## src/rtl/axi_arb_pkg.sv

```systemverilog
// Shared types and defaults for the AXI round-robin arbiters.
package axi_arb_pkg;

    typedef enum logic [1:0] {
        IDLE,
        ADDR,
        DATA,
        RESP
    } arb_state_e;

    localparam int unsigned DEF_NUM_MASTERS    = 4;
    localparam int unsigned DEF_TIMEOUT_CYCLES = 1024;

endpackage

```

## src/rtl/axi_rr_picker.sv

```systemverilog
// Combinational rotate-priority encoder: the first set request after last_idx wins.
module axi_rr_picker
    import axi_arb_pkg::*;
#(
    parameter int unsigned NUM_MASTERS = DEF_NUM_MASTERS,
    parameter int unsigned IDX_W       = (NUM_MASTERS > 1) ? $clog2(NUM_MASTERS) : 1
) (
    input  logic [NUM_MASTERS-1:0] req,
    input  logic [IDX_W-1:0]       last_idx,
    output logic [NUM_MASTERS-1:0] onehot,
    output logic [IDX_W-1:0]       idx,
    output logic                   any
);

    logic [IDX_W-1:0] cand;

    always_comb begin
        onehot = '0;
        idx    = '0;
        any    = 1'b0;
        cand   = '0;
        for (int unsigned i = 0; i < NUM_MASTERS; i++) begin
            cand = IDX_W'((32'(last_idx) + 32'd1 + i) % NUM_MASTERS);
            if (!any && req[cand]) begin
                any          = 1'b1;
                onehot[cand] = 1'b1;
                idx          = cand;
            end
        end
    end

endmodule

```

## src/rtl/axi_wr_arbiter_rr.sv

```systemverilog
// Round-robin write-path arbiter: grant held for one full AW + W burst + B transaction.
// Optional stall watchdog enabled by defining AXI_WARB_TIMEOUT_EN.
module axi_wr_arbiter_rr
    import axi_arb_pkg::*;
#(
    parameter int unsigned NUM_MASTERS    = DEF_NUM_MASTERS,
    parameter int unsigned IDX_W          = (NUM_MASTERS > 1) ? $clog2(NUM_MASTERS) : 1,
    parameter int unsigned TIMEOUT_CYCLES = DEF_TIMEOUT_CYCLES
) (
    input  logic                   ACLK,
    input  logic                   ARESET,
    input  logic [NUM_MASTERS-1:0] req_awvalid,
    input  logic                   slv_awready,
    input  logic                   slv_awvalid,
    input  logic                   slv_wvalid,
    input  logic                   slv_wready,
    input  logic                   slv_wlast,
    input  logic                   slv_bvalid,
    input  logic                   slv_bready,
    output logic [NUM_MASTERS-1:0] wgrnt,
    output logic [IDX_W-1:0]       grnt_idx,
    output logic                   grnt_valid,
    output logic                   timeout_err
);

    arb_state_e state, state_d;
    logic [IDX_W-1:0]       last_q;
    logic [NUM_MASTERS-1:0] pick_onehot;
    logic [IDX_W-1:0]       pick_idx;
    logic                   pick_any;
    logic                   aw_hs, w_last_hs, b_hs;
    logic                   rel, grant_new, tmo_fire;

    assign aw_hs     = slv_awvalid & slv_awready;
    assign w_last_hs = slv_wvalid & slv_wready & slv_wlast;
    assign b_hs      = slv_bvalid & slv_bready;

    axi_rr_picker #(
        .NUM_MASTERS (NUM_MASTERS),
        .IDX_W       (IDX_W)
    ) u_picker (
        .req      (req_awvalid),
        .last_idx (last_q),
        .onehot   (pick_onehot),
        .idx      (pick_idx),
        .any      (pick_any)
    );

    always_comb begin
        state_d   = state;
        rel       = 1'b0;
        grant_new = 1'b0;
        unique case (state)
            IDLE: if (pick_any) state_d = ADDR;
            ADDR: begin
                if (aw_hs && w_last_hs) state_d = RESP;
                else if (aw_hs)         state_d = DATA;
            end
            DATA: if (w_last_hs) state_d = RESP;
            RESP: if (b_hs) rel = 1'b1;
            default: state_d = IDLE;
        endcase
        if (tmo_fire) rel = 1'b1;
        // Any release re-arbitrates in the same cycle, so back-to-back grants need no idle cycle.
        if (rel) state_d = pick_any ? ADDR : IDLE;
        grant_new = pick_any && (state == IDLE || rel);
    end

    always_ff @(posedge ACLK) begin
        if (ARESET) begin
            state      <= IDLE;
            last_q     <= IDX_W'(NUM_MASTERS - 1);
            wgrnt      <= '0;
            grnt_idx   <= '0;
            grnt_valid <= 1'b0;
        end else begin
            state      <= state_d;
            grnt_valid <= (state_d != IDLE);
            if (grant_new) begin
                wgrnt    <= pick_onehot;
                grnt_idx <= pick_idx;
                last_q   <= pick_idx;
            end else if (rel) begin
                wgrnt    <= '0;
                grnt_idx <= '0;
            end
        end
    end

`ifdef AXI_WARB_TIMEOUT_EN
    localparam int unsigned CNT_W = (TIMEOUT_CYCLES > 2) ? $clog2(TIMEOUT_CYCLES) : 1;

    logic [CNT_W-1:0] tmo_cnt;
    logic             progress;

    assign progress = aw_hs | (slv_wvalid & slv_wready) | b_hs;
    assign tmo_fire = (state != IDLE) && !progress &&
                      (tmo_cnt == CNT_W'(TIMEOUT_CYCLES - 1));

    always_ff @(posedge ACLK) begin
        if (ARESET) begin
            tmo_cnt     <= '0;
            timeout_err <= 1'b0;
        end else begin
            timeout_err <= tmo_fire;
            if (state == IDLE || progress || tmo_fire) tmo_cnt <= '0;
            else                                       tmo_cnt <= tmo_cnt + 1'b1;
        end
    end
`else
    logic unused_tmo;

    assign unused_tmo  = ^TIMEOUT_CYCLES;
    assign tmo_fire    = 1'b0;
    assign timeout_err = 1'b0;
`endif

endmodule

```

## config.mk

```make
export PLATFORM = sky130hd
export DESIGN_NAME = axi_wr_arbiter_rr
export DESIGN_NICKNAME = d
export VERILOG_FILES = /design/src/rtl/axi_arb_pkg.sv /design/src/rtl/axi_rr_picker.sv /design/src/rtl/axi_wr_arbiter_rr.sv
export SDC_FILE = /design/constraint.sdc
export NUM_CORES = 1
export LEC_CHECK = 0
export CORE_ASPECT_RATIO = 1.5
export CORE_MARGIN = 2
export CORE_UTILIZATION = 40
export DETAILED_ROUTE_END_ITERATION = 8
export DONT_BUFFER_PORTS = 1
export PLACE_DENSITY_LB_ADDON = 0.15
export SLEW_MARGIN = 15
export SYNTH_ARGS = -nofsm -noshare
export SYNTH_HDL_FRONTEND = slang
export SYNTH_SLANG_ARGS = --single-unit
```

## constraint.sdc

```tcl
create_clock -name ACLK -period 2.8 [get_ports ACLK]
set_input_delay 0.7 -clock ACLK [delete_from_list [all_inputs] [get_ports ACLK]]
set_output_delay 0.7 -clock ACLK [all_outputs]
set_load 0.05 [all_outputs]
```

==> key figures <==
Clock network
  – CTS resizes: 0
  – CTS tree: built
  – Clock sink count: 11
  – Clock Path Buffers: 2
  – Hold Buf Count CTS: 0
  – H-tree depth: 1
  – Num CTS Buffers: 3
  – Clock latency on the worst-skew pair: 270 ps
  – Clk slew on worst S/H paths: 70 ps
  – Clock root cell: clkbuf_4
  – # Post-CTS Setup Buffers: 0

Worst hold path
  – Hold endpoint: state[1]
  – Hold Path Cell Cnt: 1
  – Worst min path class: input pin to flip-flop
  – Worst hold start: ARESET

Global route
  – Largest net degree at the start of global routing: 16
  – GRT overflow: 0
  – First-pass GRT wire length: 4140 µm
  – GRT Total Usage: 0.187
  – Number of antenna violations at the first check in global routing: 0
  – Number of global-route vias before repair: 931

Yosys
  – Library cells used by synthesis: 48
  – FFs w/ async S/R, synth: 0
  – Post-synth top area share: 0.213
  – Gate count of the mapped netlist: 116
  – Yosys top cell by area: dfxtp_1
  – Predominant post-synthesis flop cell: dfxtp_1
  – Largest cells by area after synthesis: dfxtp_1, ha_1, mux2i_1
  – Seq/Total Area, Yosys: 0.213
  – Top cells by count, synth: inv_1, dfxtp_1, ha_1
  – Synth Net Count: 137
  – Number of synthesized flops with an enable pin: 0
  – Synthesis warning total: 0
  – Mapped Area: 0.00104 mm²
  – Post-Syn Area per Cell: 8.93 µm²
  – Register bit total from synthesis: 11
  – Most frequent cell after synthesis: inv_1

Placement
  – Port buffer count: 0
  – Dpl hpwl: 2100 µm
  – RePlAce Congestion: 0.852

Finish
  – Share of cells above drive strength 1: 0.176
  – Nets: 141
  – Area Growth Syn to Fin: 4.59%
  – Diode count: 0
  – Fill cells: 261

Routing
  – DR vias: 932
  – Via density: 6.52
  – Drt total wl: 2570 µm
  – TritonRoute pass-1 iters: 3
  – DR WL/cell: 18.0 µm
  – DRC errors left: 0
  – Antenna Nets Post-Route: 0
  – Initial DRC count: 20

STA
  – RSZ-0062 raised after global routing: no
  – Final setup vio count: 0
  – TNS Setup: 0 ps
  – Clock skew: 5.81 ps
  – Final hold vios: 0
  – Min Tclk post-route: 2450 ps
  – Actual slew at the worst max-slew pin: 553 ps
  – Max_slew headroom: 0.630
  – Max Slew Vio Count: 0
  – Period utilization: 0.874
  – Max Fclk: 0.409 GHz

Setup path
  – CP cell instances: inv_1, ha_1, mux4_2, and2_1, a221oi_1, o22ai_1, a22o_1
  – Path depth of the worst reg2reg path: 7
  – Critical R2R Launch: last_q[1]
  – Worst R2R Setup Slack: 350 ps
  – Max incr delay on CP: 590 ps
  – CP max stage cell: mux4_2
  – R2r endpoint: wgrnt[0]
  – Worst Path Class, Setup: flip-flop to flip-flop
  – Critical Path RT: 2960 ps
  – Nature of the critical path startpoint: flip-flop
  – CP Max Fanout: 7
  – Critical path buffer and inverter count: 1
  – Crit. End Element: flip-flop
  – CP top delay family: multiplexers
  – Worst path arrival time: 2610 ps

Die
  – I/O pins: 21
  – Core area: 0.00245 mm²
  – Die Ht: 66.3 µm
  – Die W: 45.6 µm
  – Starting density of the core: 0.423
  – Die ar.: 0.00302 mm²
  – Rows: 22

Power
  – Pwr Total: 0.00141 W
  – Leakage: 0.445 nW
  – PwrDens: 1300 mW/mm²
  – Max IR drop VDD: 0.474 mV

Outcome
  – Run status: complete, no violations

Job
  – Total of max-cap violations: 0
-- kinds of logic after synthesis --
logic type | Yosys count | synth area share
other | 1 | 0.00362
buffers and inverters | 16 | 0.0737
and+or+nand+nor | 30 | 0.191
muxes | 11 | 0.132
adders and majority gates | 8 | 0.0966
DFF | 11 | 0.213
AOI/OAI and AO/OA | 39 | 0.291
-- power breakdown --
part           total, W  switching (W)  internal, W
Combinational  0.000896       0.000504     0.000393
Sequential     0.000400       0.000184     0.000216
Clock          0.000109      0.0000543    0.0000551
-- sequential cells by signal (all words and copies together) (netlist names) --
register	flops
grnt_idx	2
grnt_valid	1
last_q	2
state	2
wgrnt	4
-- metrics by stage --
step | cells | util | hold WS (ps) | setup slack, ps | area, µm²
floorplan | 116 | - | 502 | 331 | 1040
global placement | 139 | 0.432 | 539 | 423 | 1060
detailed placement | 139 | 0.432 | 534 | 365 | 1060
CTS | 143 | 0.442 | 494 | 351 | 1080
global route | 143 | 0.442 | 484 | 169 | 1080
finish | 143 | 0.442 | 496 | 354 | 1080
-- cell type report --
class | count | area [µm²] | area share
clock buffers | 4 | 26.3 | 0.0242
inverters | 12 | 45.0 | 0.0416
multi-input cells | 89 | 739 | 0.682
flip-flops and latches | 11 | 220 | 0.203
well taps | 24 | 30.0 | 0.0277
repair buffers | 3 | 22.5 | 0.0208
-- metal layers --
layer / share of wire / vias to the layer above / track usage
li1: - / 450 / -
met1: 0.39 / 438 / 0.174
met2: 0.52 / 29 / 0.340
met3: 0.034 / 15 / 0.0219
met4: 0.056 / 0 / 0.147
met5: 0 / - / 0
-- layout by cell type (no fill, tap or decap), types with 3 or more instances in the layout --
| master | instances |
|---|---|
| a21oi_1 | 7 |
| a22o_1 | 3 |
| and2_1 | 3 |
| buf_4 | 3 |
| clkbuf_4 | 3 |
| dfxtp_1 | 11 |
| ha_1 | 8 |
| inv_1 | 12 |
| mux2i_1 | 6 |
| nand2_1 | 3 |
| nand3_1 | 3 |
| nor2_1 | 3 |
| nor3_1 | 3 |
| o21ai_0 | 5 |
| o22ai_1 | 3 |
| or2_2 | 3 |
-- worst max-delay path by stage --
stage | start | end | slack (ps) | cells after the start
CTS | last_q[1] | wgrnt[3] | 350 | 7
global route | last_q[1] | wgrnt[0] | 170 | 7
detailed placement | last_q[1] | wgrnt[3] | 370 | 7
finish | last_q[1] | wgrnt[0] | 350 | 7
global placement | last_q[1] | wgrnt[3] | 420 | 7
floorplan | last_q[0] | wgrnt[0] | 330 | 9
Note: power is estimated with default switching activity, not from simulation.
